<file path="config.mk">
export PLATFORM = sky130hd
export DESIGN_NAME = fetch_unit_pipelined_flat
export DESIGN_NICKNAME = d
export VERILOG_FILES = /design/src/rtl/fetch_unit_pipelined_if.sv /design/src/rtl/fetch_unit_pipelined.sv /design/src/flat_wrapper.sv
export SDC_FILE = /design/constraint.sdc
export NUM_CORES = 1
export LEC_CHECK = 0
export ABC_AREA = 0
export ABC_CLOCK_PERIOD_IN_PS = 3600
export CAP_MARGIN = 10
export CORE_ASPECT_RATIO = 0.8
export CORE_MARGIN = 3
export CORE_UTILIZATION = 56
export CTS_CLUSTER_DIAMETER = 200
export CTS_CLUSTER_SIZE = 16
export DETAILED_ROUTE_END_ITERATION = 8
export HOLD_SLACK_MARGIN = 0.1
export PLACE_DENSITY = 0.81
export SETUP_SLACK_MARGIN = 0.3
export SLEW_MARGIN = 20
export SYNTH_ARGS = -nofsm -noshare
export SYNTH_HDL_FRONTEND = slang
export SYNTH_SLANG_ARGS = --single-unit
</file>
<file path="constraint.sdc">
create_clock -name clk -period 3.6 [get_ports clk]
set_input_delay 0.72 -clock clk [delete_from_list [all_inputs] [get_ports clk]]
set_output_delay 0.72 -clock clk [all_outputs]
set_load 0.02 [all_outputs]
</file>
<file path="src/rtl/fetch_unit_pipelined_if.sv">
// Fetch-stage bus bundle: redirect from execute, instruction-memory request/response
// channels and the decode-side valid/ready handshake.
interface fetch_unit_pipelined_if #(
  parameter int XLEN = 32
);
  logic            redirect_valid;
  logic [XLEN-1:0] redirect_target;
  logic            imem_req_valid;
  logic            imem_req_ready;
  logic [XLEN-1:0] imem_req_addr;
  logic            imem_rsp_valid;
  logic [31:0]     imem_rsp_data;
  logic            if_valid;
  logic            if_ready;
  logic [31:0]     if_instr;
  logic [XLEN-1:0] if_pc;
  logic [XLEN-1:0] if_pc_plus4;
  logic            misalign_fault;

  modport master (
    input  redirect_valid, redirect_target, imem_req_ready, imem_rsp_valid,
           imem_rsp_data, if_ready,
    output imem_req_valid, imem_req_addr, if_valid, if_instr, if_pc,
           if_pc_plus4, misalign_fault
  );

  modport slave (
    output redirect_valid, redirect_target, imem_req_ready, imem_rsp_valid,
           imem_rsp_data, if_ready,
    input  imem_req_valid, imem_req_addr, if_valid, if_instr, if_pc,
           if_pc_plus4, misalign_fault
  );
endinterface

</file>
<file path="src/rtl/fetch_unit_pipelined.sv">
// Pipelined fetch stage: credit-limited in-order requests to instruction memory, a small
// PC/instruction queue toward decode, and redirect handling with wrong-path squashing.
module fetch_unit_pipelined #(
  parameter int              XLEN         = 32,
  parameter logic [XLEN-1:0] RESET_VECTOR = '0,
  parameter int              DEPTH        = 4
) (
  input logic                    clk,
  input logic                    reset,
  fetch_unit_pipelined_if.master bus
);
  localparam int             AW      = $clog2(DEPTH);
  localparam int             CW      = AW + 1;
  localparam logic [CW:0]    DEPTH_C = (CW + 1)'(DEPTH);

  typedef enum logic {RUN, HALT} state_t;

  state_t          state;
  logic [XLEN-1:0] fetch_pc;
  logic [XLEN-1:0] pc_q [DEPTH];
  logic [AW-1:0]   pq_wr;
  logic [AW-1:0]   pq_rd;
  logic [CW-1:0]   inflight_cnt;
  logic [31:0]     buf_instr [DEPTH];
  logic [XLEN-1:0] buf_pc [DEPTH];
  logic [AW-1:0]   buf_wr;
  logic [AW-1:0]   buf_rd;
  logic [CW-1:0]   buf_cnt;
  logic [CW-1:0]   drop_cnt;
  logic            misalign_q;

  logic            accept;
  logic            rsp;
  logic            buf_push;
  logic            buf_pop;
  logic            target_misaligned;
  logic [CW:0]     occupancy;

  // Credit counts both in-flight and buffered entries, so a returning response always has room.
  always_comb begin
    target_misaligned  = bus.redirect_target[1:0] != 2'b00;
    occupancy          = {1'b0, inflight_cnt} + {1'b0, buf_cnt};
    bus.imem_req_valid = !reset && (state == RUN) && !bus.redirect_valid && (occupancy < DEPTH_C);
    bus.imem_req_addr  = fetch_pc;
    bus.if_valid       = !reset && (buf_cnt != '0) && !bus.redirect_valid;
    bus.if_instr       = buf_instr[buf_rd];
    bus.if_pc          = buf_pc[buf_rd];
    bus.if_pc_plus4    = buf_pc[buf_rd] + XLEN'(4);
    bus.misalign_fault = misalign_q;
    accept             = bus.imem_req_valid && bus.imem_req_ready;
    rsp                = bus.imem_rsp_valid && (inflight_cnt != '0);
    buf_push           = rsp && (drop_cnt == '0) && !bus.redirect_valid;
    buf_pop            = bus.if_valid && bus.if_ready;
  end

  always_ff @(posedge clk) begin
    if (accept) pc_q[pq_wr] <= fetch_pc;
    if (buf_push) begin
      buf_instr[buf_wr] <= bus.imem_rsp_data;
      buf_pc[buf_wr]    <= pc_q[pq_rd];
    end
  end

  always_ff @(posedge clk or posedge reset) begin
    if (reset) begin
      state        <= RUN;
      fetch_pc     <= RESET_VECTOR;
      pq_wr        <= '0;
      pq_rd        <= '0;
      inflight_cnt <= '0;
      buf_wr       <= '0;
      buf_rd       <= '0;
      buf_cnt      <= '0;
      drop_cnt     <= '0;
      misalign_q   <= 1'b0;
    end else begin
      misalign_q <= 1'b0;
      if (accept) begin
        fetch_pc <= fetch_pc + XLEN'(4);
        pq_wr    <= pq_wr + AW'(1);
      end
      if (rsp) pq_rd <= pq_rd + AW'(1);
      if (accept && !rsp) inflight_cnt <= inflight_cnt + CW'(1);
      else if (!accept && rsp) inflight_cnt <= inflight_cnt - CW'(1);

      // A response landing in the redirect cycle is itself wrong-path, so it is not counted again.
      if (bus.redirect_valid) begin
        buf_cnt  <= '0;
        buf_wr   <= '0;
        buf_rd   <= '0;
        drop_cnt <= inflight_cnt - CW'(rsp);
        if (target_misaligned) begin
          state      <= HALT;
          misalign_q <= 1'b1;
        end else begin
          state    <= RUN;
          fetch_pc <= bus.redirect_target;
        end
      end else begin
        if (rsp && (drop_cnt != '0)) drop_cnt <= drop_cnt - CW'(1);
        if (buf_push) buf_wr <= buf_wr + AW'(1);
        if (buf_pop) buf_rd <= buf_rd + AW'(1);
        if (buf_push && !buf_pop) buf_cnt <= buf_cnt + CW'(1);
        else if (!buf_push && buf_pop) buf_cnt <= buf_cnt - CW'(1);
      end
    end
  end
endmodule

</file>
<file path="src/flat_wrapper.sv">
// flat-port wrapper written by rule: the top's interface ports become plain ports
module fetch_unit_pipelined_flat 
#(
  parameter int              XLEN         = 32,
  parameter logic [XLEN-1:0] RESET_VECTOR = '0,
  parameter int              DEPTH        = 4
)
  (clk, reset, bus_redirect_valid, bus_redirect_target, bus_imem_req_ready, bus_imem_rsp_valid, bus_imem_rsp_data, bus_if_ready, bus_imem_req_valid, bus_imem_req_addr, bus_if_valid, bus_if_instr, bus_if_pc, bus_if_pc_plus4, bus_misalign_fault);
  fetch_unit_pipelined_if #(.XLEN(XLEN)) bus_i ();
  input logic clk;
  input logic reset;
  input wire logic [$bits(bus_i.redirect_valid)-1:0] bus_redirect_valid;
  input wire logic [$bits(bus_i.redirect_target)-1:0] bus_redirect_target;
  input wire logic [$bits(bus_i.imem_req_ready)-1:0] bus_imem_req_ready;
  input wire logic [$bits(bus_i.imem_rsp_valid)-1:0] bus_imem_rsp_valid;
  input wire logic [$bits(bus_i.imem_rsp_data)-1:0] bus_imem_rsp_data;
  input wire logic [$bits(bus_i.if_ready)-1:0] bus_if_ready;
  output wire logic [$bits(bus_i.imem_req_valid)-1:0] bus_imem_req_valid;
  output wire logic [$bits(bus_i.imem_req_addr)-1:0] bus_imem_req_addr;
  output wire logic [$bits(bus_i.if_valid)-1:0] bus_if_valid;
  output wire logic [$bits(bus_i.if_instr)-1:0] bus_if_instr;
  output wire logic [$bits(bus_i.if_pc)-1:0] bus_if_pc;
  output wire logic [$bits(bus_i.if_pc_plus4)-1:0] bus_if_pc_plus4;
  output wire logic [$bits(bus_i.misalign_fault)-1:0] bus_misalign_fault;
  assign bus_i.redirect_valid = bus_redirect_valid;
  assign bus_i.redirect_target = bus_redirect_target;
  assign bus_i.imem_req_ready = bus_imem_req_ready;
  assign bus_i.imem_rsp_valid = bus_imem_rsp_valid;
  assign bus_i.imem_rsp_data = bus_imem_rsp_data;
  assign bus_i.if_ready = bus_if_ready;
  assign bus_imem_req_valid = bus_i.imem_req_valid;
  assign bus_imem_req_addr = bus_i.imem_req_addr;
  assign bus_if_valid = bus_i.if_valid;
  assign bus_if_instr = bus_i.if_instr;
  assign bus_if_pc = bus_i.if_pc;
  assign bus_if_pc_plus4 = bus_i.if_pc_plus4;
  assign bus_misalign_fault = bus_i.misalign_fault;
  fetch_unit_pipelined #(.XLEN(XLEN), .RESET_VECTOR(RESET_VECTOR), .DEPTH(DEPTH)) u_core (.clk(clk), .reset(reset), .bus(bus_i));
endmodule
</file>
==> results.md, run 1 <==
Timing:
- The max-slew headroom at the worst pin is 45.4%.
- The minimum clock period after layout is 3.62 ns.
- The count of endpoints failing hold in the final timing report is 0.
- The final number of max-transition violations was 0.
- Between clock sinks in the finished design, the worst skew comes to 0.0227 ns.
- In the post-route analysis, the smallest setup slack over all paths is -0.0213 ns.
- Setup repair after global routing could not meet its margin everywhere.
- At the pin with the least slew margin, the transition time is just over 0.8 ns.
- For this run, the top clock speed supported by timing is 276 MHz.
- Setup violations remaining at the end of the flow were counted as 1.
- Of the available clock period, the critical path in the final layout requires 101%.
- The total negative setup slack is -0.0213 ns.

Place:
- Detailed placement finished with a half-perimeter wire length of approximately 23 mm.
- The worst slack after detailed placement is -0.191 ns.
- The final estimated routing congestion in global placement is 0.812.
- The number of buffers inserted by port buffering is 200.
- The cell total after placement is 1527.

Synth:
- The synthesized netlist devotes 5.95% of its cell area to simple gates.
- Sequential elements use 73.4% of the synthesized area.
- The synthesized instance count is 916.
- Synthesis instantiated 43 different standard cells from the library.
- The flip-flop cell with the highest count after synthesis is sky130_fd_sc_hd__edfxtp_1.
- The synthesized netlist devotes 1.58% of its cell area to compound gates.
- The Yosys step of the flow raised 0 warnings.
- The number of flops mapped to enable cells by yosys is 384.
- A synthesized cell averages about 19 sq um.
- By area, the combinational part of the netlist is dominated by multiplexers.
- The post-synthesis instance area is ~17000 sq um.
- The post-synth net total is 1005.
- The number of register bits inferred by synthesis is between 400 and 500.
- The area share of fa/ha/maj cells after synthesis is 1.45%.
- The share of flip-flops with an asynchronous set or reset after synthesis is 11.7%.
- The xor-xnor portion of the synthesized cell area is 3.01%.
- In the synthesized netlist, mux cells make up between 10% and 20% of the area.

Power and ir drop:
- The areal power density over the cells is approximately 560 nW/um^2.
- The worst-case IR drop observed on VDD is roughly 0.00036 V.
- For this design the static power due to leakage is 7.19 nW.
- The overall power after layout is 11.9 mW.

Setup path:
- STA classifies the critical path startpoint as a register.
- The reg-to-reg setup timing slack is about 0.94 ns.
- The worst endpoint required time is approximately 2.9 ns.
- The worst register-to-register path ends at u_core.bus.imem_req_addr[31]$_DFF_PP0_.
- The critical path endpoint category is an output pin.
- The startpoint identified for the worst register-to-register timing path is u_core.inflight_cnt[2]$_DFFE_PP0P_.
- The worst setup path category is register to output pin.
- Measured in cells, the most critical reg-to-reg path has a length of 8.
- The worst endpoint data arrival time is 2.90 ns.
- The highest fanout seen on the critical path is 13.

Floorplanning:
- The die is 164 um tall.
- The initial core utilization is 57.2%.
- In this run the horizontal extent of the chip is 203 um.
- The die covers 33300 sq um.
- The floorplan step defined a core boundary enclosing 30500 sq um.
- The count of standard-cell rows is 57.
- For this design the top-level I/O count stands at between 200 and 250.

Outcome:
- The run finished, with violations left.
- The checks that failed: negative setup slack.

Layout:
- The area growth from synthesis to layout is 22.3%.
- The count of nets after finishing is roughly 1300.
- The post-route core utilization is around 70%.
- The fraction of final layout cells sized beyond drive strength 1 is roughly a quarter.
- The final non-filler cell total is ~1600.
- The number of antenna cells inserted is 0.

Clock network:
- CTS saw 435 sinks.
- The total CTS buffers is 31.
- The CTS root buffer is sky130_fd_sc_hd__clkbuf_16.
- CTS built an H-tree with a depth of 1.
- TritonCTS built the clock tree.
- The number of buffers on the longest clock path is 3.
- The clock transition at the registers of the reported paths is about 0.080 ns.
- The insertion delay of the later-clocked pin in the worst-skew pair is 0.56 ns.

Hold path:
- The worst hold path startpoint is u_core.state$_DFFE_PP0P_.
- The number of cells on the worst hold path is 2.
- The min-delay analysis places its worst path in the category register to register.
- The capture endpoint of the worst hold path is u_core.state$_DFFE_PP0P_.

Detailed routing:
- The average vias per placed instance is 5.78.
- The number of DRC violations after detailed-routing iteration 0 is 776.
- The length of the first detailed-routing pass in iterations is 5.
- Once detail routing completed, the nets flagged for antenna violations numbered 0.
- The average routed wire per standard cell is ~22 um.
- The via count is 9358.
- The DRC violation count after routing is 0.
- The routed design has 36.2 mm of wire.

Global routing:
- The wire length of the first global-routing pass is 55.0 mm.
- The via count of the first global-routing pass is 9332.
- The overall fraction of global-route tracks in use is 21.3%.
- The initial antenna violation count is 0.
- Global routing finished with a remaining overflow of 0.
- The pin count of the biggest net entering global routing is 65.

Flow run:
- The max-capacitance violation count is 0.
cells in the mapped netlist (7+ instances only):
library cell	n	area (sq um)
sky130_fd_sc_hd__a21oi_1	24	120
sky130_fd_sc_hd__xor2_1	15	131
sky130_fd_sc_hd__and3_1	9	56.3
sky130_fd_sc_hd__ha_1	17	213
sky130_fd_sc_hd__dfrtp_1	51	1280
sky130_fd_sc_hd__nand4_1	23	144
sky130_fd_sc_hd__nor4_1	9	56.3
sky130_fd_sc_hd__and4_1	7	61.3
sky130_fd_sc_hd__nand3_1	22	110
sky130_fd_sc_hd__mux4_1	7	184
sky130_fd_sc_hd__mux4_2	89	2000
sky130_fd_sc_hd__nand2_1	23	86.3
sky130_fd_sc_hd__xnor2_1	45	394
sky130_fd_sc_hd__inv_1	21	78.8
sky130_fd_sc_hd__buf_1	7	26.3
sky130_fd_sc_hd__a31oi_1	10	62.6
sky130_fd_sc_hd__edfxtp_1	384	11500
sky130_fd_sc_hd__or3_1	8	50.1
sky130_fd_sc_hd__nor3_1	11	55.1
sky130_fd_sc_hd__o21ai_0	11	55.1
sky130_fd_sc_hd__clkbuf_1	19	71.3
sky130_fd_sc_hd__nor2_1	44	165
sky130_fd_sc_hd__and2_1	17	106
through the flow:
stage	hold WS (ns)	cell area [sq um]
2_1_floorplan	0.483	17500
3_3_place_gp	0.496	20100
3_5_place_dp	0.508	20100
4_1_cts	0.527	21100
5_1_grt	0.575	21400
6_report	0.527	21400
report_power, final:
group / internal (mW) / switching (mW)
logic: 1.14 / 1.24
registers: 5.96 / 0.380
clock network: 1.63 / 1.57
cells by family after synthesis:
family	count (synthesis)
simple gates	188
mux	100
compound gates	50
xor+xnor	60
fa+ha+maj	19
buf+inv	64
flops	435
routing by layer:
layer  vias up  track usage [%]  share of wire, %
met5         -                0                 0
met4         0             4.47               1.9
met3        54             3.71               6.8
met2       363             33.2                48
met1      4772             32.7                43
li1       4169                -                 -
worst max-delay path by stage:
stage	to	cells past startpoint	slack, ns	from
after global placement	bus_if_pc_plus4[31]	7	-0.06	u_core.buf_rd[0]$_DFFE_PP0P_
after detailed placement	bus_if_pc_plus4[30]	7	-0.19	u_core.buf_rd[0]$_DFFE_PP0P_
final	bus_if_pc_plus4[25]	9	-0.02	u_core.buf_rd[0]$_DFFE_PP0P_
after CTS	bus_if_pc_plus4[21]	8	-0.002	u_core.buf_rd[0]$_DFFE_PP0P_
after floorplan	u_core.buf_instr[1][0]$_DFFE_PP_	3	0.41	bus_redirect_valid
after global routing	bus_if_pc_plus4[25]	9	-0.13	u_core.buf_rd[0]$_DFFE_PP0P_
sequential cells by signal, indices dropped and copies added (netlist names), 2 cells and up:
register,flops
u_core.bus.imem_req_addr,32
u_core.buf_rd,2
u_core.drop_cnt,3
u_core.inflight_cnt,3
u_core.buf_cnt,3
u_core.buf_pc,128
u_core.buf_wr,2
u_core.pq_wr,2
u_core.pc_q,128
u_core.pq_rd,2
u_core.buf_instr,128
cells in the final DEF, fill, tap and decap left out, types with 13 or more instances in the layout:
cell type / count
sky130_fd_sc_hd__a21oi_1: 24
sky130_fd_sc_hd__and2_1: 13
sky130_fd_sc_hd__buf_12: 16
sky130_fd_sc_hd__buf_4: 70
sky130_fd_sc_hd__clkbuf_1: 25
sky130_fd_sc_hd__clkbuf_16: 31
sky130_fd_sc_hd__clkbuf_2: 27
sky130_fd_sc_hd__clkdlybuf4s50_1: 115
sky130_fd_sc_hd__dfrtp_1: 47
sky130_fd_sc_hd__dlygate4sd2_1: 26
sky130_fd_sc_hd__edfxtp_1: 384
sky130_fd_sc_hd__ha_1: 16
sky130_fd_sc_hd__inv_1: 20
sky130_fd_sc_hd__mux4_2: 95
sky130_fd_sc_hd__nand2_1: 19
sky130_fd_sc_hd__nand3_1: 17
sky130_fd_sc_hd__nand4_1: 23
sky130_fd_sc_hd__nor2_1: 43
sky130_fd_sc_hd__xnor2_1: 42
sky130_fd_sc_hd__xor2_1: 14
area by class of cell:
cell class              instances  area (sq um)
inverters                      21          78.8
multi-input cells             418          4470
fillers                      1918          9170
clock buffers                  56           870
well taps                     413           517
flip-flops and latches        435         12800
clock inverters                 2          25.0
repair buffers                273          2580
critical path, cell delays in order, from the launching register on:
cell and delay, ns:
sky130_fd_sc_hd__dfrtp_4 0.51, sky130_fd_sc_hd__buf_12 0.15, sky130_fd_sc_hd__buf_4 0.15, sky130_fd_sc_hd__buf_12 0.15, sky130_fd_sc_hd__mux4_2 0.38, sky130_fd_sc_hd__nand3_2 0.14
sky130_fd_sc_hd__nor2b_2 0.30, sky130_fd_sc_hd__nand3_1 0.16, sky130_fd_sc_hd__xnor2_1 0.21, sky130_fd_sc_hd__buf_4 0.18
repair_timing:
action | CTS | global route
hold buffers | 0 | 0
pin swaps | 11 | 19
setup buffers | 9 | 23
resized for setup | 227 | 94
gates cloned | 0 | 1
endpoints found under the setup margin | 85 | 59
Note: power is estimated with default switching activity, not from simulation.
==> run 2, diff against run 1 <==
--- a/config.mk
+++ b/config.mk
@@ -7,7 +7,6 @@
 export LEC_CHECK = 0
 export ABC_AREA = 0
 export ABC_CLOCK_PERIOD_IN_PS = 3600
-export CAP_MARGIN = 10
 export CORE_ASPECT_RATIO = 0.8
 export CORE_MARGIN = 3
 export CORE_UTILIZATION = 56
==> constraint.sdc (replaced) <==
create_clock -name clk -period 3.6 [get_ports clk]
set_input_delay 0.36 -clock clk [delete_from_list [all_inputs] [get_ports clk]]
set_output_delay 0.36 -clock clk [all_outputs]
set_load 0.02 [all_outputs]
==> results.md, run 2 (synthesized netlist as in run 1, its figures left out) <==
Global routing:
- The wire length of the first global-routing pass is 55.9 mm (+1.6%).
- The pin count of the biggest net entering global routing is 44 (-32%).
- The via count of the first global-routing pass is 9569 (+2.5%).
- The initial antenna violation count is 0 (unchanged).
- The sum of overflow across all layers after global routing is 0 (unchanged).
- The overall fraction of global-route tracks in use is 21.6% (+0.30 points).

Setup path:
- The critical path endpoint category is an output pin.
- The most prevalent standard cell on the critical path is sky130_fd_sc_hd__buf_6.
- The worst endpoint required time is 3.24 ns (+0.36 ns).
- The highest-delay cell along the critical path is sky130_fd_sc_hd__dfrtp_4.
- The worst endpoint data arrival time came to 2.96 ns (+0.06 ns).
- The setup path with the least slack is of type register to output pin.
- The worst setup path is launched from a register.
- The buffers plus inverters on the worst setup path is 5 (+1).
- The kind of cell with the highest combined delay along the critical path is buffers and inverters.
- Walking the worst path, the cells encountered are buf_12, buf_6, mux4_2, nand2_4, buf_6, nor4_4, buf_6, nand4_1, xnor2_1, buf_4.
- The longest individual stage delay on the worst path was 0.53 ns (+0.02 ns).
- The highest fanout seen on the critical path is 8 (-5).

Timing:
- The maximum clock frequency is 301 MHz (+9.0%).
- The transition time of the tightest slew-check pin came to 0.831 ns (+0.0117 ns).
- The count of endpoints failing hold in the final timing report was 0 (unchanged).
- The total negative setup slack is 0 ns (+0.0213 ns).
- The max-slew headroom at the worst pin is 44.6% (-0.78 points).
- The count of endpoints failing setup in the final report is 0 (-1).
- Setup repair after global routing could not meet its margin everywhere.
- The post-route fraction of the period consumed by the critical path is 92.3% (-8.3 points).
- The minimum clock period after layout is 3.32 ns (-0.299 ns).
- The largest clock skew in the final design is 0.0218 ns (-0.000874 ns).
- The final number of max-transition violations is 0 (unchanged).

Detailed routing:
- The length of the first detailed-routing pass in iterations came to 7 (+2).
- The via count is 9299 (-0.63%).
- The remaining antenna violation count is 0 (unchanged).
- The wire length after detailed routing was 35.9 mm (-0.61%).
- The average routed wire per standard cell is 22.5 um (+0.44%).
- The average vias per placed instance was 5.81 (+0.42%).
- The DRC violation count after routing came to 0 (unchanged).
- The number of DRC violations after detailed-routing iteration 0 is 867 (+12%).

Clock network:
- TritonCTS built the clock tree.
- The deepest level of the CTS H-tree came to 1 (unchanged).
- The insertion delay of the later-clocked pin in the worst-skew pair is 0.56 ns (about the same).
- The number of clock sinks is 435 (unchanged).
- The CTS root buffer is sky130_fd_sc_hd__clkbuf_16.
- The total CTS buffers is 31 (unchanged).
- The clock transition at the registers of the reported paths is 0.07 ns (about the same).
- The number of buffers on the longest clock path was 3 (unchanged).
- The hold buffer count at cts was 0 (unchanged).

Place:
- The final estimated routing congestion in global placement is 0.817 (+0.65%).
- The number of buffers inserted by port buffering was 200 (unchanged).
- The HPWL after detailed placement is 23.1 mm (+1.5%).
- The instance area at placement came to 20000 sq um (-0.70%).

Layout:
- The count of nets after finishing is 1253 (-1.3%).
- In the layout the commonest cells are sky130_fd_sc_hd__edfxtp_1, sky130_fd_sc_hd__clkdlybuf4s50_1, sky130_fd_sc_hd__mux4_2.
- The number of antenna cells inserted is 0 (unchanged).
- The number of inserted filler cells in the final layout is 1971 (+2.8%).
- The fraction of final layout cells sized beyond drive strength 1 is 19.7% (-4.6 points).
- The post-route core utilization is 69.5% (-0.44 points).
- In the final layout, the registers with the most flip-flops are u_core.buf_instr x128, u_core.buf_pc x128, u_core.pc_q x128.
- The library cell used most frequently in the layout, excluding fill and tap cells, is sky130_fd_sc_hd__edfxtp_1.
- The finished layout cell area is 21200 sq um (-0.63%).
- The area growth from synthesis to layout is 21.5%.

Floorplanning:
- The die extent in y was 164 um (unchanged).
- The overall die area was 33300 sq um (unchanged).
- The horizontal die dimension is 203 um (unchanged).
- The area of the core is 30500 sq um (unchanged).
- The initial core utilization is 57.2% (unchanged).
- The count of boundary I/O pins is 201 (unchanged).
- The count of standard-cell rows is 57 (unchanged).

Power and ir drop:
- The worst vdd rail ir drop is 0.000335 V (-7.3%).
- The areal power density over the cells is 561 nW/um^2 (+0.49%).
- The standby leakage power is 7.06 nW (-1.8%).

Outcome:
- The flow ran to the end, and the final reports show no timing, DRC or antenna violations.

Hold path:
- The tightest min-delay check is of the primary input to async pin type.

Flow run:
- The max-capacitance violation count is 0 (unchanged).
## run 2: cell types whose count changed in the layout (fill, tap and decap cells not counted), sizes merged
cell	previous run	this run
clkbuf	83	55
buf	98	75
dlygate4sd2	26	5
clkdlybuf4s50	115	167
dlymetal6s2s	6	9
## run 2: what timing repair did
action | CTS | global route
gates cloned | 0 | 2
endpoints found under the setup margin | 39 | 42
resized for setup | 108 | 50
setup buffers | 18 | 9
pin swaps | 2 | 10
## run 2: path summary, 6_finish.rpt
path / from / to / slack (ns) / depth (start not counted)
min: reset / u_core.inflight_cnt[1]$_DFFE_PP0P_ / 0.19 / 2
min reg2reg: u_core.inflight_cnt[2]$_DFFE_PP0P_ / u_core.inflight_cnt[2]$_DFFE_PP0P_ / 0.56 / 1
max in group asynchronous: reset / u_core.bus.imem_req_addr[5]$_DFF_PP0_ / 2.58 / 3
max reg2reg: u_core.inflight_cnt[2]$_DFFE_PP0P_ / u_core.bus.imem_req_addr[31]$_DFF_PP0_ / 0.78 / 8
min in group clk: bus_redirect_target[2] / u_core.bus.imem_req_addr[2]$_DFF_PP0_ / 0.37 / 3
max: u_core.buf_rd[0]$_DFFE_PP0P_ / bus_if_pc_plus4[26] / 0.28 / 10
## run 2: final cells by class
| cell class | instances | area (sq um) | area share [%] |
|---|---|---|---|
| Multi-Input combinational cell | 418 | 4420 | 20.8 |
| Clock inverter | 2 | 25.0 | 0.118 |
| Inverter | 21 | 78.8 | 0.371 |
| Tap cell | 413 | 517 | 2.44 |
| Clock buffer | 55 | 866 | 4.08 |
| Sequential cell | 435 | 12800 | 60.4 |
| Timing Repair Buffer | 257 | 2500 | 11.8 |
## run 2: through the flow
step           hold slack (ns)  power, mW  cells  setup slack (ns)
3_5_place_dp             0.556       8.76   1515             0.104
3_3_place_gp             0.499       8.67   1515             0.216
5_1_grt                  0.216       12.4   1601             0.153
6_report                 0.191       11.9   1601             0.277
2_1_floorplan            0.459       7.78    916             0.591
4_1_cts                  0.163       11.9   1590             0.165
## run 2: where the power goes
part           leakage, nW  internal, mW  switching (mW)
clock network        0.422          1.63            1.56
registers             4.03          5.96           0.395
logic                 2.60          1.14            1.21
total                 7.06          8.74            3.17
## run 2: per-layer routing
metal  vias up  GRT usage [%]  part of all wire [%]
met4         0           3.81                   1.5
met2       369           34.0                    48
met1      4742           33.8                    44
met3        40           2.87                   6.3
met5         -              0                     0
li1       4148              -                     -
==> run 3, diff against run 2 <==
--- a/config.mk
+++ b/config.mk
@@ -7,8 +7,7 @@
 export LEC_CHECK = 0
 export ABC_AREA = 0
 export ABC_CLOCK_PERIOD_IN_PS = 3600
-export CORE_ASPECT_RATIO = 0.8
-export CORE_MARGIN = 3
+export CORE_ASPECT_RATIO = 1.4
 export CORE_UTILIZATION = 56
 export CTS_CLUSTER_DIAMETER = 200
 export CTS_CLUSTER_SIZE = 16
==> results.md, run 3 (synthesized netlist as in run 1, its figures left out) <==
Outcome:
- The run finished with clean final reports.

Global routing:
- The overall fraction of global-route tracks in use is 22.0% (+0.39 points).
- The initial antenna violation count is 0 (unchanged).
- The sum of overflow across all layers after global routing is 0 (unchanged).
- The wire length of the first global-routing pass is 52.6 mm (-5.9%).
- The pin count of the biggest net entering global routing is 63 (+43%).
- The via count of the first global-routing pass is 9420 (-1.6%).

Layout:
- In the layout the commonest cells are sky130_fd_sc_hd__edfxtp_1, sky130_fd_sc_hd__clkdlybuf4s50_1, sky130_fd_sc_hd__mux4_2.
- Leaving out fill and tap cells, the most frequent cell in the layout is sky130_fd_sc_hd__edfxtp_1.
- The largest registers in the layout are u_core.buf_instr x128, u_core.buf_pc x128, u_core.pc_q x128.
- The fraction of final layout cells sized beyond drive strength 1 was 21.0% (+1.3 points).
- The number of antenna cells inserted came to 0 (unchanged).
- The area growth from synthesis to layout is 22.3%.
- The count of nets after finishing is 1259 (+0.48%).

Detailed routing:
- The average routed wire per standard cell is 21.7 um (-3.2%).
- The length of the first detailed-routing pass in iterations is 5 (-2).
- The DRC violation count after routing is 0 (unchanged).
- The wire length after detailed routing is 34.4 mm (-4.2%).
- The remaining antenna violation count is 0 (unchanged).
- The via count is 9278 (-0.23%).
- The number of DRC violations after detailed-routing iteration 0 is 701 (-19%).
- The average vias per placed instance is 5.85 (+0.78%).

Power and ir drop:
- The worst vdd rail ir drop was 0.000420 V (+26%).
- The standby leakage power is 7.07 nW (about the same).
- The areal power density over the cells is 558 nW/um^2 (-0.60%).

Flow run:
- The max-capacitance violation count is 0 (unchanged).

Setup path:
- The reg-to-reg setup timing slack was 0.75 ns (-0.03 ns).
- The worst register-to-register path begins at u_core.inflight_cnt[2]$_DFFE_PP0P_.
- The termination of the worst setup path is bus_if_pc_plus4[26].
- The depth of the worst register-to-register path was 8 (unchanged).
- The worst endpoint data arrival time is 2.98 ns (+0.02 ns).
- The worst setup path category is register to output pin.
- STA classifies the critical path startpoint as a register.
- The highest fanout seen on the critical path came to 5 (-3).
- In this run the critical register-to-register path is captured at u_core.bus.imem_req_addr[24]$_DFF_PP0_.
- The worst endpoint required time is 3.24 ns (about the same).
- The launching element of the worst setup path is u_core.buf_rd[0]$_DFFE_PP0P_.
- STA classifies the critical path endpoint as an output pin.

Clock network:
- The total CTS buffers is 31 (unchanged).
- The insertion delay of the later-clocked pin in the worst-skew pair came to 0.59 ns (+0.03 ns).
- The hold buffer count at cts came to 0 (unchanged).
- The number of clock sinks is 435 (unchanged).
- The deepest level of the CTS H-tree was 1 (unchanged).
- The TritonCTS clock tree is built.
- The clock transition at the registers of the reported paths is 0.07 ns (about the same).
- The number of buffers on the longest clock path is 3 (unchanged).
- The CTS root buffer is sky130_fd_sc_hd__clkbuf_16.

Floorplanning:
- The count of boundary I/O pins is 201 (unchanged).
- The initial core utilization is 56.8% (-0.35 points).
- The overall die area was 31900 sq um (-4.3%).
- The area of the core was 30700 sq um (+0.62%).
- The horizontal die dimension is 151 um (-26%).
- The count of standard-cell rows is 76 (+33%).
- The die extent in y is 211 um (+29%).

Timing:
- The transition time of the tightest slew-check pin came to 0.836 ns (+0.00516 ns).
- The post-route fraction of the period consumed by the critical path is 92.7% (+0.41 points).
- The worst hold slack is 0.327 ns (+0.136 ns).
- Setup repair after global routing could not meet its margin everywhere.
- The count of endpoints failing setup in the final report is 0 (unchanged).
- The count of endpoints failing hold in the final timing report is 0 (unchanged).
- The total negative setup slack was 0 ns (unchanged).
- The largest clock skew in the final design is 0.0216 ns (-0.000245 ns).
- The maximum clock frequency is 300 MHz (-0.44%).
- The max-slew headroom at the worst pin came to 44.3% (-0.34 points).
- The final number of max-transition violations is 0 (unchanged).
- The minimum clock period after layout was 3.34 ns (+0.0147 ns).

Hold path:
- The tightest min-delay check is of the primary input to async pin type.

Place:
- The HPWL after detailed placement is 22.0 mm (-4.7%).
- The final estimated routing congestion in global placement came to 0.851 (+4.1%).
- The number of buffers inserted by port buffering is 200 (unchanged).
## run 3: cell types whose count changed in the layout (fill, tap and decap cells not counted), sizes merged
cell	change
buf	+6
clkbuf	+4
clkdlybuf4s15	-1
dlygate4sd2	-1
dlymetal6s2s	-8
clkdlybuf4s50	+7
## run 3: timing repair
item / CTS / global route
gates cloned: 3 / 1
setup endpoints to repair: 36 / 23
gates resized for setup: 138 / 33
buffers inserted: 17 / 10
pin swaps: 6 / 15
## run 3: layout make-up
type	instances	area, sq um
clock inverters	2	36.3
well taps	390	488
multi-input cells	418	4490
inverters	21	78.8
repair buffers	263	2570
clock buffers	56	870
fillers	1925	9370
flip-flops and latches	435	12800
## run 3: worst min path at each step
stage	slack, ns	depth (start not counted)	start	endpoint
finish	0.33	2	reset	u_core.bus.imem_req_addr[18]$_DFF_PP0_
global route	0.37	3	bus_redirect_target[30]	u_core.bus.imem_req_addr[30]$_DFF_PP0_
CTS	0.31	3	bus_redirect_target[22]	u_core.bus.imem_req_addr[22]$_DFF_PP0_
detailed placement	0.50	2	u_core.state$_DFFE_PP0P_	u_core.state$_DFFE_PP0P_
global placement	0.50	2	u_core.state$_DFFE_PP0P_	u_core.state$_DFFE_PP0P_
floorplan	0.46	0	bus_imem_rsp_data[0]	u_core.buf_instr[0][0]$_DFFE_PP_
## run 3: stage by stage
step	power (mW)	cells	instance area [sq um]	setup slack, ns	utilization (%)
after global placement	8.60	1496	20000	0.167	65.2
final	11.9	1585	21300	0.263	69.5
after global routing	12.4	1585	21300	0.185	69.5
after CTS	12.0	1574	21100	0.230	68.8
after floorplan	7.78	916	17500	0.591	-
after detailed placement	8.69	1496	20000	0.114	65.2
## run 3: metal layers
metal / global-route usage, % / vias to the layer above / wire length [um]
met4: 7.45 / 0 / 919
li1: - / 4158 / -
met2: 38.8 / 327 / 18500
met3: 2.25 / 56 / 1780
met1: 28.5 / 4737 / 13300
met5: 0 / - / 0
## run 3: where the power goes
| group | switching, mW | internal [mW] |
|---|---|---|
| clock network | 1.61 | 1.64 |
| logic | 1.17 | 1.16 |
| registers | 0.370 | 5.96 |
| total | 3.14 | 8.76 |
## run 3: worst max-delay path: stages (launching register included)
cell                      delay, ns
sky130_fd_sc_hd__dfrtp_4       0.52
sky130_fd_sc_hd__buf_12        0.16
sky130_fd_sc_hd__buf_6         0.11
sky130_fd_sc_hd__mux4_2        0.39
sky130_fd_sc_hd__nand2_4       0.10
sky130_fd_sc_hd__nor4_4        0.28
sky130_fd_sc_hd__buf_4         0.19
sky130_fd_sc_hd__buf_8         0.13
sky130_fd_sc_hd__nand4_1       0.09
sky130_fd_sc_hd__xnor2_1       0.22
sky130_fd_sc_hd__buf_4         0.18
